===== src/rtl/addsub_pkg.sv =====
// Shared constants, result-flag bundle and parameter legality check for the
// pipelined add/subtract unit.
package addsub_pkg;

    localparam int CLA_GROUP = 4;

    typedef struct packed {
        logic cout;
        logic ovf;
        logic zero;
    } addsub_flags_t;

    function automatic bit params_legal(input int width, input int stages);
        return (width > 32'sd0) && (stages > 32'sd0) &&
               ((width % CLA_GROUP) == 32'sd0) &&
               (((width / CLA_GROUP) % stages) == 32'sd0);
    endfunction

endpackage


===== src/rtl/cla_slice.sv =====
// Combinational S-bit adder built from 4-bit carry-lookahead groups that ripple
// into one another. Also exposes the carry into the MSB for overflow detection.
module cla_slice
    import addsub_pkg::*;
#(
    parameter int S = 16
) (
    input  logic [S-1:0] i_a,
    input  logic [S-1:0] i_b,
    input  logic         i_cin,
    output logic [S-1:0] o_sum,
    output logic         o_cout,
    output logic         o_c_msb
);

    localparam int NG = S / CLA_GROUP;

    logic [S:0]           w_c;
    logic [CLA_GROUP-1:0] w_p;
    logic [CLA_GROUP-1:0] w_g;
    logic                 w_ci;

    // Lookahead carries inside each group; the group carry-out feeds the next group.
    always_comb begin
        w_c    = {(S+1){1'b0}};
        w_p    = {CLA_GROUP{1'b0}};
        w_g    = {CLA_GROUP{1'b0}};
        w_ci   = 1'b0;
        w_c[0] = i_cin;
        for (int i = 0; i < NG; i++) begin
            w_p  = i_a[i*CLA_GROUP +: CLA_GROUP] ^ i_b[i*CLA_GROUP +: CLA_GROUP];
            w_g  = i_a[i*CLA_GROUP +: CLA_GROUP] & i_b[i*CLA_GROUP +: CLA_GROUP];
            w_ci = w_c[i*CLA_GROUP];
            w_c[i*CLA_GROUP+1] = w_g[0] | (w_p[0] & w_ci);
            w_c[i*CLA_GROUP+2] = w_g[1] | (w_p[1] & w_g[0]) | (w_p[1] & w_p[0] & w_ci);
            w_c[i*CLA_GROUP+3] = w_g[2] | (w_p[2] & w_g[1]) | (w_p[2] & w_p[1] & w_g[0]) |
                                 (w_p[2] & w_p[1] & w_p[0] & w_ci);
            w_c[i*CLA_GROUP+4] = w_g[3] | (w_p[3] & w_g[2]) | (w_p[3] & w_p[2] & w_g[1]) |
                                 (w_p[3] & w_p[2] & w_p[1] & w_g[0]) |
                                 (w_p[3] & w_p[2] & w_p[1] & w_p[0] & w_ci);
        end
    end

    assign o_sum   = i_a ^ i_b ^ w_c[S-1:0];
    assign o_cout  = w_c[S];
    assign o_c_msb = w_c[S-1];

endmodule


===== src/rtl/pipe_addsub.sv =====
// Pipelined two's-complement add/subtract with valid/ready flow control and
// carry/overflow/zero flags. One S-bit slice of the carry chain per stage.
module pipe_addsub
    import addsub_pkg::*;
#(
    parameter int WIDTH  = 32,
    parameter int STAGES = 2
) (
    input  logic             clk,
    input  logic             rst_n,
    input  logic             in_valid,
    output logic             in_ready,
    input  logic [WIDTH-1:0] in_a,
    input  logic [WIDTH-1:0] in_b,
    input  logic             in_sub,
    output logic             out_valid,
    input  logic             out_ready,
    output logic [WIDTH-1:0] out_sum,
    output logic             out_cout,
    output logic             out_ovf,
    output logic             out_zero
);

    localparam int S   = WIDTH / STAGES;
    localparam int NOP = (STAGES > 1) ? STAGES - 1 : 1;
    localparam int OW  = (STAGES > 1) ? WIDTH - S : S;

    if (!params_legal(WIDTH, STAGES)) begin : g_bad_params
        $fatal(1, "pipe_addsub: WIDTH must be a multiple of 4 and WIDTH/4 divisible by STAGES");
    end

    logic [STAGES-1:0] r_v;
    logic [STAGES-1:0] w_adv;
    logic [STAGES-1:0] w_load;
    logic              w_in_ready;
    logic [WIDTH-1:0]  w_b_eff;
    logic [WIDTH-1:0]  r_s     [STAGES];
    logic [WIDTH-1:0]  w_nxt_s [STAGES];
    logic [OW-1:0]     r_a     [NOP];
    logic [OW-1:0]     r_b     [NOP];
    logic [OW-1:0]     w_nxt_a [NOP];
    logic [OW-1:0]     w_nxt_b [NOP];
    logic [NOP-1:0]    r_c;
    logic [NOP-1:0]    w_nxt_c;
    addsub_flags_t     r_flags;
    addsub_flags_t     w_nxt_flags;

    // Subtraction is A + ~B + 1; the +1 enters as the slice-0 carry-in.
    assign w_b_eff = in_b ^ {WIDTH{in_sub}};

    for (genvar k = 0; k < STAGES; k++) begin : g_stage
        logic [S-1:0] w_sa;
        logic [S-1:0] w_sb;
        logic [S-1:0] w_ss;
        logic         w_ci;
        logic         w_co;
        logic         w_cm;

        if (k == 0) begin : g_src_in
            assign w_sa       = in_a[S-1:0];
            assign w_sb       = w_b_eff[S-1:0];
            assign w_ci       = in_sub;
            assign w_nxt_s[k] = WIDTH'(w_ss);
        end else begin : g_src_reg
            assign w_sa       = r_a[k-1][S-1:0];
            assign w_sb       = r_b[k-1][S-1:0];
            assign w_ci       = r_c[k-1];
            assign w_nxt_s[k] = r_s[k-1] | (WIDTH'(w_ss) << (k*S));
        end

        cla_slice #(.S(S)) u_cla (
            .i_a     (w_sa),
            .i_b     (w_sb),
            .i_cin   (w_ci),
            .o_sum   (w_ss),
            .o_cout  (w_co),
            .o_c_msb (w_cm)
        );

        // Operands are kept shifted so the next slice always sits in the low bits.
        if (k < STAGES - 1) begin : g_fwd
            logic w_cm_unused;
            assign w_cm_unused = w_cm;
            assign w_nxt_c[k]  = w_co;
            if (k == 0) begin : g_op_in
                assign w_nxt_a[k] = in_a[WIDTH-1:S];
                assign w_nxt_b[k] = w_b_eff[WIDTH-1:S];
            end else begin : g_op_reg
                assign w_nxt_a[k] = r_a[k-1] >> S;
                assign w_nxt_b[k] = r_b[k-1] >> S;
            end
        end else begin : g_last
            assign w_nxt_flags.cout = w_co;
            assign w_nxt_flags.ovf  = w_cm ^ w_co;
            assign w_nxt_flags.zero = (w_nxt_s[k] == {WIDTH{1'b0}});
        end
    end

    // Advance chain runs from the output back to stage 0 so a full pipe can still stream.
    always_comb begin
        w_adv  = {STAGES{1'b0}};
        w_load = {STAGES{1'b0}};
        w_adv[STAGES-1] = r_v[STAGES-1] & out_ready;
        for (int k = STAGES - 2; k >= 0; k--) begin
            w_adv[k] = r_v[k] & (~r_v[k+1] | w_adv[k+1]);
        end
        w_in_ready = ~r_v[0] | w_adv[0];
        w_load[0]  = in_valid & w_in_ready;
        for (int k = 1; k < STAGES; k++) begin
            w_load[k] = w_adv[k-1];
        end
    end

    // Valid bits and pipeline data; a stage loads only when empty or emptying this cycle.
    always_ff @(posedge clk) begin
        if (!rst_n) begin
            r_v     <= {STAGES{1'b0}};
            r_c     <= {NOP{1'b0}};
            r_flags <= 3'b000;
            for (int k = 0; k < STAGES; k++) begin
                r_s[k] <= {WIDTH{1'b0}};
            end
            for (int k = 0; k < NOP; k++) begin
                r_a[k] <= {OW{1'b0}};
                r_b[k] <= {OW{1'b0}};
            end
        end else begin
            for (int k = 0; k < STAGES; k++) begin
                if (w_load[k]) begin
                    r_v[k] <= 1'b1;
                    r_s[k] <= w_nxt_s[k];
                end else if (w_adv[k]) begin
                    r_v[k] <= 1'b0;
                end
            end
            for (int k = 0; k < STAGES - 1; k++) begin
                if (w_load[k]) begin
                    r_a[k] <= w_nxt_a[k];
                    r_b[k] <= w_nxt_b[k];
                    r_c[k] <= w_nxt_c[k];
                end
            end
            if (w_load[STAGES-1]) begin
                r_flags <= w_nxt_flags;
            end
        end
    end

    assign in_ready  = w_in_ready;
    assign out_valid = r_v[STAGES-1];
    assign out_sum   = r_s[STAGES-1];
    assign out_cout  = r_flags.cout;
    assign out_ovf   = r_flags.ovf;
    assign out_zero  = r_flags.zero;

endmodule


===== config.mk =====
export PLATFORM = sky130hd
export DESIGN_NAME = pipe_addsub
export DESIGN_NICKNAME = d
export VERILOG_FILES = /design/src/rtl/addsub_pkg.sv /design/src/rtl/cla_slice.sv /design/src/rtl/pipe_addsub.sv
export SDC_FILE = /design/constraint.sdc
export NUM_CORES = 1
export LEC_CHECK = 0
export ABC_AREA = 1
export CORE_UTILIZATION = 53
export DETAILED_ROUTE_END_ITERATION = 8
export HOLD_SLACK_MARGIN = 0.02
export PLACE_DENSITY = 0.9
export REMOVE_ABC_BUFFERS = 1
export SYNTH_ARGS = -nofsm -noshare
export SYNTH_HDL_FRONTEND = slang
export SYNTH_HIERARCHICAL = 1
export SYNTH_SLANG_ARGS = --single-unit
export TNS_END_PERCENT = 100

===== constraint.sdc =====
create_clock -name clk -period 5.39 [get_ports clk]
set_input_delay 1.617 -clock clk [delete_from_list [all_inputs] [get_ports clk]]
set_output_delay 1.617 -clock clk [all_outputs]
set_load 0.02 [all_outputs]

* After elaboration in Yosys (flattened, before gate mapping)
Memories as Yosys holds them, arrays and structs flattened. Cells that the tools add are included.
Word-level totals: register bits 6, RAM bits 96, memories 3, logic and storage cells 271, bits of input ports 69
Memory list:
- r_s | words 2, bits a word 32, rd ports 2, clocked after Yosys merged registers in 0, wr ports 2, line pipe_addsub.sv:37 | logic [WIDTH-1:0] r_s [STAGES];
- r_a | words 1, bits a word 16, rd ports 1, clocked after Yosys merged registers in 0, wr ports 1, line pipe_addsub.sv:39 | logic [OW-1:0] r_a [NOP];
- r_b | words 1, bits a word 16, rd ports 1, clocked after Yosys merged registers in 0, wr ports 1, line pipe_addsub.sv:40 | logic [OW-1:0] r_b [NOP];
Operators by class: reduce and logical (&&, ||, !) cells 5, mux-type cells 17, bitwise logic cells 240
Operators by type and width (number):
- 1-bit bitwise AND | 131
- 1-bit bitwise OR | 84
- 32-bit two-way mux | 2
- 16-bit XOR | 4
- 4-bit bitwise AND | 8
- 32-bit logical NOT | 1
- 16-bit two-way mux | 2
- 32-bit bitwise OR | 1
- 16-bit OR reduction | 2
- 32-bit XOR | 1
- 4-bit XOR | 8
- 1-bit two-way mux | 13
- 2-bit nonzero test | 2
- 1-bit NOT | 2
- 1-bit XOR | 1

* Depth between registers and ports, before layout
An unclocked memory read counts as a cell.
depth in word-level cells 16, gate-level depth with buffers 18, mapped depth without buffers 18

* Modules after synthesis
The synthesis kept the hierarchy.
By module, submodules not included:
- pipe_addsub | area an instance 3997.6 um2, instances 1, cells each 362
- cla_slice at g_stage[1].u_cla | area an instance 748.2 um2, instances 1, cells each 103
- cla_slice at g_stage[0].u_cla | area an instance 726.9 um2, instances 1, cells each 103

* Worst setup path before layout
No wires, ideal clock.
kind input -> register, from input in_sub, to memory r_s[0][13], data pin, stages 14, path buffers 2, data arrival time 3.572 ns, path slack 1.562 ns, path through buf_2 -> buf_2 -> xor2_1 -> ha_1 -> a21oi_1 -> nand2_1 -> nor2_2 -> nand2_4 -> nand2_2 -> nand2_4 -> fa_1 -> xor2_1 -> inv_1 -> nor2_1
RTL lines:
- start, declared | line pipe_addsub.sv:15 | input logic in_sub,
- end, declared | line pipe_addsub.sv:37

* Worst setup path after layout
from input out_ready, to output in_ready
On the way: longest elaborated chain between the ends 4
Ends and longest elaborated chain:
- start, declared | line pipe_addsub.sv:17 | input logic out_ready,
- 1-bit bitwise AND | line pipe_addsub.sv:103 | w_adv[STAGES-1] = r_v[STAGES-1] & out_ready;
- 1-bit bitwise OR | line pipe_addsub.sv:105 | w_adv[k] = r_v[k] & (~r_v[k+1] | w_adv[k+1]);
- 1-bit bitwise AND | line pipe_addsub.sv:105
- 1-bit bitwise OR | line pipe_addsub.sv:107 | w_in_ready = ~r_v[0] | w_adv[0];
- end, declared | line pipe_addsub.sv:12 | output logic in_ready,
Every way passes these cells.

==> flow_summary.yaml <==
run_status:
  outcome: "completed"
pwr:
  power_frac_comb_pct: 28.7
  p_clk_share_pct: 24.1
  ir_worst_vdd_v: 0.000118
  swShare_pct: 29.4
  pwr_density_cell_mw_per_mm2: 266
  leakagePower_nw: 2.99
  p_int_mw: 1.24
  seq_power_share_pct: 47.2
  p_sw_uw: 514
synth:
  synthAdderAreaFrac_pct: 10.2
  syn_area_per_cell_um2: 9.64
  synthSimpleGateAreaFrac_pct: 19.9
  synth_area_leaders: "edfxtp_1, ha_1, inv_1, nor2_1, xor2_1"
  yosysSeqAreaShare_pct: 46.1
  synth_compound_area_share_pct: 2.51
  yosysWarningCount: 6
  synth_xor_area_share_pct: 8.16
  synth_top_area_cell: "edfxtp_1"
  synth_top_area_share_pct: 43.9
  ys_ff_latch: 86
  synth_top_family_by_area: "simple AND/OR/NAND/NOR gates"
  syn_area_mm2: 0.00547
  synth_cell_types: 28
  synthMuxAreaShare_pct: 0
  synthCells: 568
global_routing:
  grt_use_total_pct: 19.1
  overflow: 0
  first_global_vias: 3826
  grt_max_degree: 49
  antenna_found_initial: 0
  grt_first_pass_wirelength_mm: 16.0
layout:
  layout_commonest_cell: "clkdlybuf4s50_1"
  final_layout_size_suffix_gt1_share_pct: 11.1
  syn_to_final_growth_pct: 20.2
  fin_util_pct: 66.4
  mostFrequentLayoutCells: "clkdlybuf4s50_1, inv_1, nor2_1, edfxtp_1, nand2_1"
  fin_nets: 754
  antenna_cells: 0
critical_path:
  worst-r2r-cell-count: 12
  worstPathArrival_ns: 2.84
  crit_path_end_kind: "output pin"
  setup.worst_path.class: "in -> out"
  cp_max_fo: 3
  critPathLaunchType: "input pin"
  worstPathRequired_ns: 3.77
min_path:
  whs_path_depth: 2
  hold_path.class: "reg -> reg"
routing:
  wl_per_cell_um: 12.3
  vias: 3707
  drc: 0
  drtAntennaViolNets: 0
  avgViaCountPerCell: 4.74
  drtPass1Iterations: 4
  drt_iter0_markers: 118
  wirelength_mm: 9.62
clocking:
  clk_pin_slew_ns: 0.08
  root_buffer: "clkbuf_8"
  clock_sinks: 86
  clockBufferDepth: 2
  tritoncts.num_buffers: 9
  cts.hold.buffers_added: 0
  cts_tree: "yes"
  htreeDepth: 3
  ctsResizeCount: 0
  cts_setup_buffers: 0
  clock_latency_ns: 0.36
floorplan:
  die_height_um: 104
  rows: 36
  die-area_mm2: 0.0107
  coreArea_mm2: 0.00991
  fp.dieW_um: 104
  io-pin-count: 106
  start_util_pct: 55.2
timing:
  period_share_pct: 82.6
  hold_violations: 0
  drv_slew: 0
  max_slew_margin_pct: 56.4
  setup_viol: 0
  period_minus_slack_ns: 4.45
  holdWs_ns: 0.486
  rsz0062_at_grt: "no"
  fin_tns_setup_ns: 0
  max_freq_mhz: 225
  clock-skew-final_ns: 0.00950
  worst_pin_slew_ns: 0.654
placed_design:
  gp_congestion: 0.813
  place_hpwl_mm: 7.58
  port_buffers: 105
run:
  max_cap_violations: 0
[Yosys cell counts]
| library cell | n |
|---|---|
| nand3_1 | 19 |
| nor2_1 | 98 |
| clkbuf_1 | 3 |
| inv_2 | 6 |
| nor3_1 | 1 |
| nand3_2 | 6 |
| nand2_2 | 16 |
| nor3_4 | 1 |
| fa_1 | 8 |
| dfxtp_1 | 6 |
| inv_1 | 99 |
| xor2_1 | 30 |
| o21ai_0 | 2 |
| xnor2_1 | 21 |
| edfxtp_1 | 80 |
| nor2_4 | 11 |
| and2_1 | 2 |
| nor2_2 | 4 |
| a21oi_2 | 4 |
| nand2_1 | 51 |
| ha_1 | 32 |
| buf_4 | 33 |
| nand2_4 | 7 |
| o21bai_1 | 3 |
| a21oi_1 | 14 |
| buf_6 | 3 |
| nand4_1 | 2 |
| buf_2 | 6 |
[cell families after synthesis]
kind of cell	count (synthesis)
AO/OA/AOI/OAI	23
XOR/XNOR	51
adder cells (fa/ha/maj)	40
buffers and inverters	150
flip-flops	86
AND/OR/NAND/NOR	218
[stage by stage]
stage / instances / worst slack, ns / power [mW] / instance area (µm²)
after global routing: 782 / 0.918 / 1.85 / 6580
after CTS: 782 / 0.936 / 1.76 / 6580
after detailed placement: 767 / 0.940 / 1.35 / 6410
after floorplan: 523 / 1.90 / 1.17 / 5150
final: 782 / 0.936 / 1.75 / 6580
after global placement: 767 / 0.961 / 1.32 / 6410
[state kept, by name (all words and copies together) (netlist names)]
signal and cells:
out_zero 1, out_cout 1, out_ovf 1, g_stage.w_ci 1
r_a 16, r_s 48, r_b 16, r_v 2
[area by class of cell]
| type | instances | area (µm²) |
|---|---|---|
| Sequential cell | 86 | 2520 |
| Clock buffer | 13 | 139 |
| Tap cell | 133 | 166 |
| Clock inverter | 2 | 33.8 |
| Multi-Input combinational cell | 332 | 2230 |
| Inverter | 105 | 394 |
| Fill cell | 786 | 3330 |
| Timing Repair Buffer | 111 | 1090 |
[final timing paths]
kind	startpoint	endpoint	slack (ns)
worst max register to register	r_a[0][9]$_SDFFCE_PN0P_	out_zero$_SDFFE_PN0N_	2.93
worst min-delay path	out_cout$_SDFFE_PN0N_	out_cout$_SDFFE_PN0N_	0.49
worst min register to register	out_cout$_SDFFE_PN0N_	out_cout$_SDFFE_PN0N_	0.49
worst max-delay path	out_ready	in_ready	0.94
[per-layer routing]
metal / vias to the layer above / wire length (µm) / part of all wire [%] / global-route usage, %
met2: 98 / 5450 / 57 / 37.2
met5: - / 0 / 0 / 0
met4: 0 / 148 / 1.5 / 9.94
li1: 1890 / - / - / -
met1: 1704 / 3510 / 36 / 18.6
met3: 15 / 515 / 5.4 / 4.22
[worst max-delay path, cell delays in order]
cell	delay, ns
clkdlybuf4s50_1	0.47
inv_2	0.05
nand3_2	0.08
clkdlybuf4s50_1	0.62
[power by group through the flow]
stage / Clock, mW / Sequential [mW] / Combinational, mW
final: 0.422 / 0.827 / 0.502
after global routing: 0.457 / 0.833 / 0.559
after CTS: 0.427 / 0.828 / 0.505
after detailed placement: 0 / 0.843 / 0.502
after global placement: 0 / 0.840 / 0.477
after floorplan: 0 / 0.874 / 0.294
No activity file was read; power rests on OpenSTA's default activity.
==> edit 1 (config.mk and constraints unchanged) <==
The parameter `STAGES` goes from 2 to 4.
--- a/src/rtl/pipe_addsub.sv
+++ b/src/rtl/pipe_addsub.sv
@@ -5,5 +5,5 @@
 #(
     parameter int WIDTH  = 32,
-    parameter int STAGES = 2
+    parameter int STAGES = 4
 ) (
     input  logic             clk,
Function: changed (Yosys sat finds a counterexample within 4 cycles, from zero or initial values and one cycle with rst_n low).
==> edit 1 against the original RTL <==
  * Clock skew shrank 0.0041 ns
  * Wire length grew 61%
  * Setup slack lost 0.21 ns
  * Synthesized area grew 71%
  * Power grew 100%
  * Die area grew 69%
  * Worst hold slack lost 0.0095 ns
  * Count of clock-buffer cells in the layout grew 5
  * Sequential share of layout area grew 11 points
  * Sequential power grew 110%
  * Cell area grew 69%
  * Clock power grew to 3.0 times the old value
  * Non-clock buffer count grew 1
  * Highest routed layer unchanged
  * Sequential cell count grew 100
==> edit 1: results (changes against the original RTL) <==
cts bufs inserted 17 (was 9); # diodes 0 (unchanged); global-route wire length before repair 26,000 µm (was 16,000 µm); Slew @ Worst Pin 1.13 ns (was 0.654 ns); Min-Delay Path Class reg -> reg (unchanged); initial antenna violation count 0 (unchanged); met1 Usage GRT 21.9% (was 18.6%); post-synth cell types 31 (was 28); DR iter-0 viols 383 (was 118); ratio of cells with drive above 1 in the final layout 12.3% (was 11.1%); top post-synthesis cells by count 199 x inv_1, 176 x edfxtp_1, 95 x nor2_1, 81 x a21oi_1, 54 x nand2_1 (was 99 x inv_1, 98 x nor2_1, 80 x edfxtp_1, 51 x nand2_1, 33 x buf_4); Final Cell Area 11,100 µm² (was 6580 µm²); met2 Resource Use GR 32.6% (was 37.2%); Ys Warns 6 (unchanged); EDFF count, synth 176 (was 80); fin cells 1,193 (was 782); Worst-path clk slew 0.07 ns; dpl hpwl 10,900 µm (was 7580 µm); Layout Nets 1,064 (was 754); post-DR wirelength/cell 13.0 µm (was 12.3 µm); routing usage on met3 3.57% (was 4.22%); global-route usage over all layers 18.4% (was 19.1%); Routability Congestion 0.788 (was 0.813); vias in the first global route 5,675 (was 3,826); largest registers r_s (80), r_a (48), r_b (48) (was r_s (48), r_a (16), r_b (16)); status finished clean (unchanged); top cells by area, synth edfxtp_1 57%, inv_1 8.0%, a21oi_1 4.3% (was edfxtp_1 44%, ha_1 7.3%, inv_1 6.8%); Clk Tree Root Cell clkbuf_16 (was clkbuf_8); leakage 4.75 nW (was 2.99 nW); CTS Buffer Depth 2 (unchanged); average vias per placed instance 4.79 (was 4.74); Skew-Pair Late Insertion Delay 0.43 ns (was 0.36 ns); largest net degree at the start of global routing 97 (was 49); register area share after synthesis 58.8% (was 46.1%); maximum VDD drop 0.281 mV (was 0.118 mV); port bufs 105 (unchanged); clk_skew 0.00545 ns (was 0.00950 ns); crit path DAT 3.05 ns (was 2.84 ns); synthesized area per cell 10.9 µm² (was 9.64 µm²); DRT Pass-1 Iters 5 (was 4); worst-path fanout max 4 (was 3); H-tree level count 4 (was 3); Synth Flop Type edfxtp_1 (unchanged)
[edit 1: layout make-up]
class / count / area, µm²
repair buffers: 112 / 1120
clock buffers: 18 / 429
clock inverters: 14 / 169
inverters: 206 / 774
fillers: 1228 / 6130
flip-flops and latches: 186 / 5490
well taps: 225 / 282
multi-input cells: 432 / 2850
[edit 1: kinds of logic after synthesis]
| kind of cell | share of synthesized area [%] |
|---|---|
| AND/OR/NAND/NOR | 11.1 |
| flip-flops | 58.8 |
| buffers and inverters | 10.8 |
| adder cells (fa/ha/maj) | 6.01 |
| XOR/XNOR | 4.50 |
| AO/OA/AOI/OAI | 8.78 |
[edit 1: worst register-to-register path: cells and delay by family, from the launching register on]
family,cells,cell delay [ns]
fa+ha+maj,2,0.76
flops,1,0.40
buf+inv,1,0.05
simple gates,8,0.77
xor+xnor,1,0.16
compound gates,1,0.14
[edit 1: worst paths after layout]
kind	startpoint	end	slack, ns	cells after the start
worst min register to register	r_v[0]	r_v[1]	0.48	2
worst max-delay path	out_ready	in_ready	0.72	4
worst min-delay path	r_v[0]	r_v[1]	0.48	2
worst max register to register	r_b[0][49]	out_zero	3.04	13
[edit 1: per-stage QoR]
| step | worst slack [ns] | hold slack [ns] |
|---|---|---|
| after global placement | 0.748 | 0.461 |
| after detailed placement | 0.721 | 0.473 |
| after floorplan | 1.64 | 0.455 |
| after global routing | 0.700 | 0.514 |
| after CTS | 0.714 | 0.479 |
| final | 0.725 | 0.476 |
[edit 1: metal layers]
layer | part of all wire (%) | up-vias
met5 | 0 | -
met4 | 2.8 | 0
met3 | 3.8 | 25
met2 | 52 | 124
met1 | 42 | 2635
li1 | - | 2934
[edit 1: power by group]
part / internal (mW) / switching [mW] / leakage (nW)
registers: 1.70 / 0.0352 / 1.95
clock network: 0.733 / 0.533 / 0.291
logic: 0.219 / 0.312 / 2.51
total: 2.65 / 0.880 / 4.75
==> edit 2 (same flow settings) <==
Made on the original files. Put a register stage on the output `out_ovf`, without a reset. The value now appears one clock later. The other outputs are not delayed to match.
--- a/src/rtl/pipe_addsub.sv
+++ b/src/rtl/pipe_addsub.sv
@@ -151,5 +151,7 @@
     assign out_sum   = r_s[STAGES-1];
     assign out_cout  = r_flags.cout;
-    assign out_ovf   = r_flags.ovf;
+    always_ff @(posedge clk) begin
+        out_ovf <= r_flags.ovf;
+    end
     assign out_zero  = r_flags.zero;
 
Behaviour: not the same (a bounded check fails within 4 cycles, from zero or initial values and one cycle with rst_n low).
==> edit 2 against the original RTL <==
  * Cell area grew 0.72%
  * Sequential share of layout area is essentially flat
  * Largest power group unchanged
  * Power grew 2.5%
  * Sequential cell count grew 1
  * Wire length grew 1.4%
  * Synthesized area grew 0.37%
  * Count of clock-buffer cells in the layout shrank 2
  * Setup slack gained 0.0062 ns
  * Core utilization grew 0.48 points
  * Cell count grew 0.13%
  * Sequential power grew 1%
  * Highest routed layer unchanged
  * Via count shrank 0.13%
  * Register-to-register slack lost 0.10 ns
==> edit 2: results (changes against the original RTL) <==
status finished clean (unchanged); R2R cell count 12 (unchanged); global-route wire length before repair 16,400 µm (was 16,000 µm); # diodes 0 (unchanged); H-tree level count 3 (unchanged); dpl hpwl 7630 µm (was 7580 µm); DRT Pass-1 Iters 5 (was 4); register area share after synthesis 46.3% (was 46.1%); Worst-path clk slew 0.08 ns (about the same); port bufs 105 (unchanged); Routability Congestion 0.836 (was 0.813); Layout Nets 754 (unchanged); ratio of cells with drive above 1 in the final layout 11.8% (was 11.1%); post-CTS sizing 0 (unchanged); maximum VDD drop 0.123 mV (was 0.118 mV); Synth Area in XOR/XNOR 8.13% (was 8.16%); top cells by area, synth edfxtp_1 44%, ha_1 7.3%, inv_1 6.8% (unchanged); DR iter-0 viols 119 (was 118); Post-Place Setup Slack 0.946 ns (was 0.940 ns); initial antenna violation count 0 (unchanged); via count 3,702 (was 3,707); Min-Delay Path Class reg -> reg (unchanged); post-synthesis mux area share 0% (unchanged); global-route usage over all layers 19.5% (was 19.1%); EDFF count, synth 80 (unchanged); clk_skew 0.00928 ns (was 0.00950 ns); Ys Warns 6 (unchanged); final WL 9750 µm (was 9620 µm); leakage 3.01 nW (was 2.99 nW); largest net degree at the start of global routing 38 (was 49); fin crit share 82.5% (was 82.6%); crit path DAT 2.83 ns (was 2.84 ns); vias in the first global route 3,840 (was 3,826); Hold Path Depth 0 (was 2); Slew @ Worst Pin 0.626 ns (was 0.654 ns); area fraction in compound gates after synthesis 2.51% (about the same); slowest CP cell clkdlybuf4s50_1 (unchanged); adder-cell share of the synthesized area 10.2% (about the same)
-- edit 2: final timing paths --
| path | start | end | slack, ns |
|---|---|---|---|
| worst max-delay path | out_ready | in_ready | 0.94 |
| worst min register to register | r_flags[1] | out_ovf | 0.36 |
| worst max register to register | r_a[0][9] | out_zero | 2.83 |
| worst min-delay path | r_flags[1] | out_ovf | 0.36 |
-- edit 2: critical path: cells and delay by family --
family                 cells  cell delay, ns
buffers and inverters      3            1.13
AND/OR/NAND/NOR            1            0.08
-- edit 2: logic make-up (layout without fill, tap and decap cells) --
| family | Yosys count | count (layout) |
|---|---|---|
| xor+xnor | 51 | 51 |
| fa+ha+maj | 40 | 40 |
| compound gates | 23 | 23 |
| simple gates | 218 | 218 |
| buf+inv | 150 | 231 |
| flops | 87 | 87 |
-- edit 2: metal layers --
layer / vias to the layer above / GRT usage [%] / wire [µm]
met5: - / 0 / 0
met4: 0 / 9.39 / 236
met3: 18 / 4.34 / 404
met2: 98 / 37.5 / 5350
met1: 1695 / 19.7 / 3760
li1: 1891 / - / -
-- edit 2: through the flow --
stage	std cells	area, µm²
final	783	6630
after global routing	783	6630
after CTS	783	6630
after detailed placement	767	6420
after global placement	767	6420
after floorplan	524	5170
-- edit 2: area by class of cell --
cell class	instances	area [µm²]
Tap cell	133	166
Sequential cell	87	2540
Clock buffer	11	151
Multi-Input combinational cell	332	2230
Inverter	105	394
Timing Repair Buffer	110	1080
Clock inverter	5	56.3
Fill cell	743	3280
-- edit 2: power by group --
group | internal (mW) | leakage, nW | total [mW] | switching (mW)
Clock | 0.239 | 0.105 | 0.460 | 0.222
Combinational | 0.220 | 2.00 | 0.498 | 0.279
Sequential | 0.812 | 0.910 | 0.837 | 0.0249
Total | 1.27 | 3.01 | 1.80 | 0.525
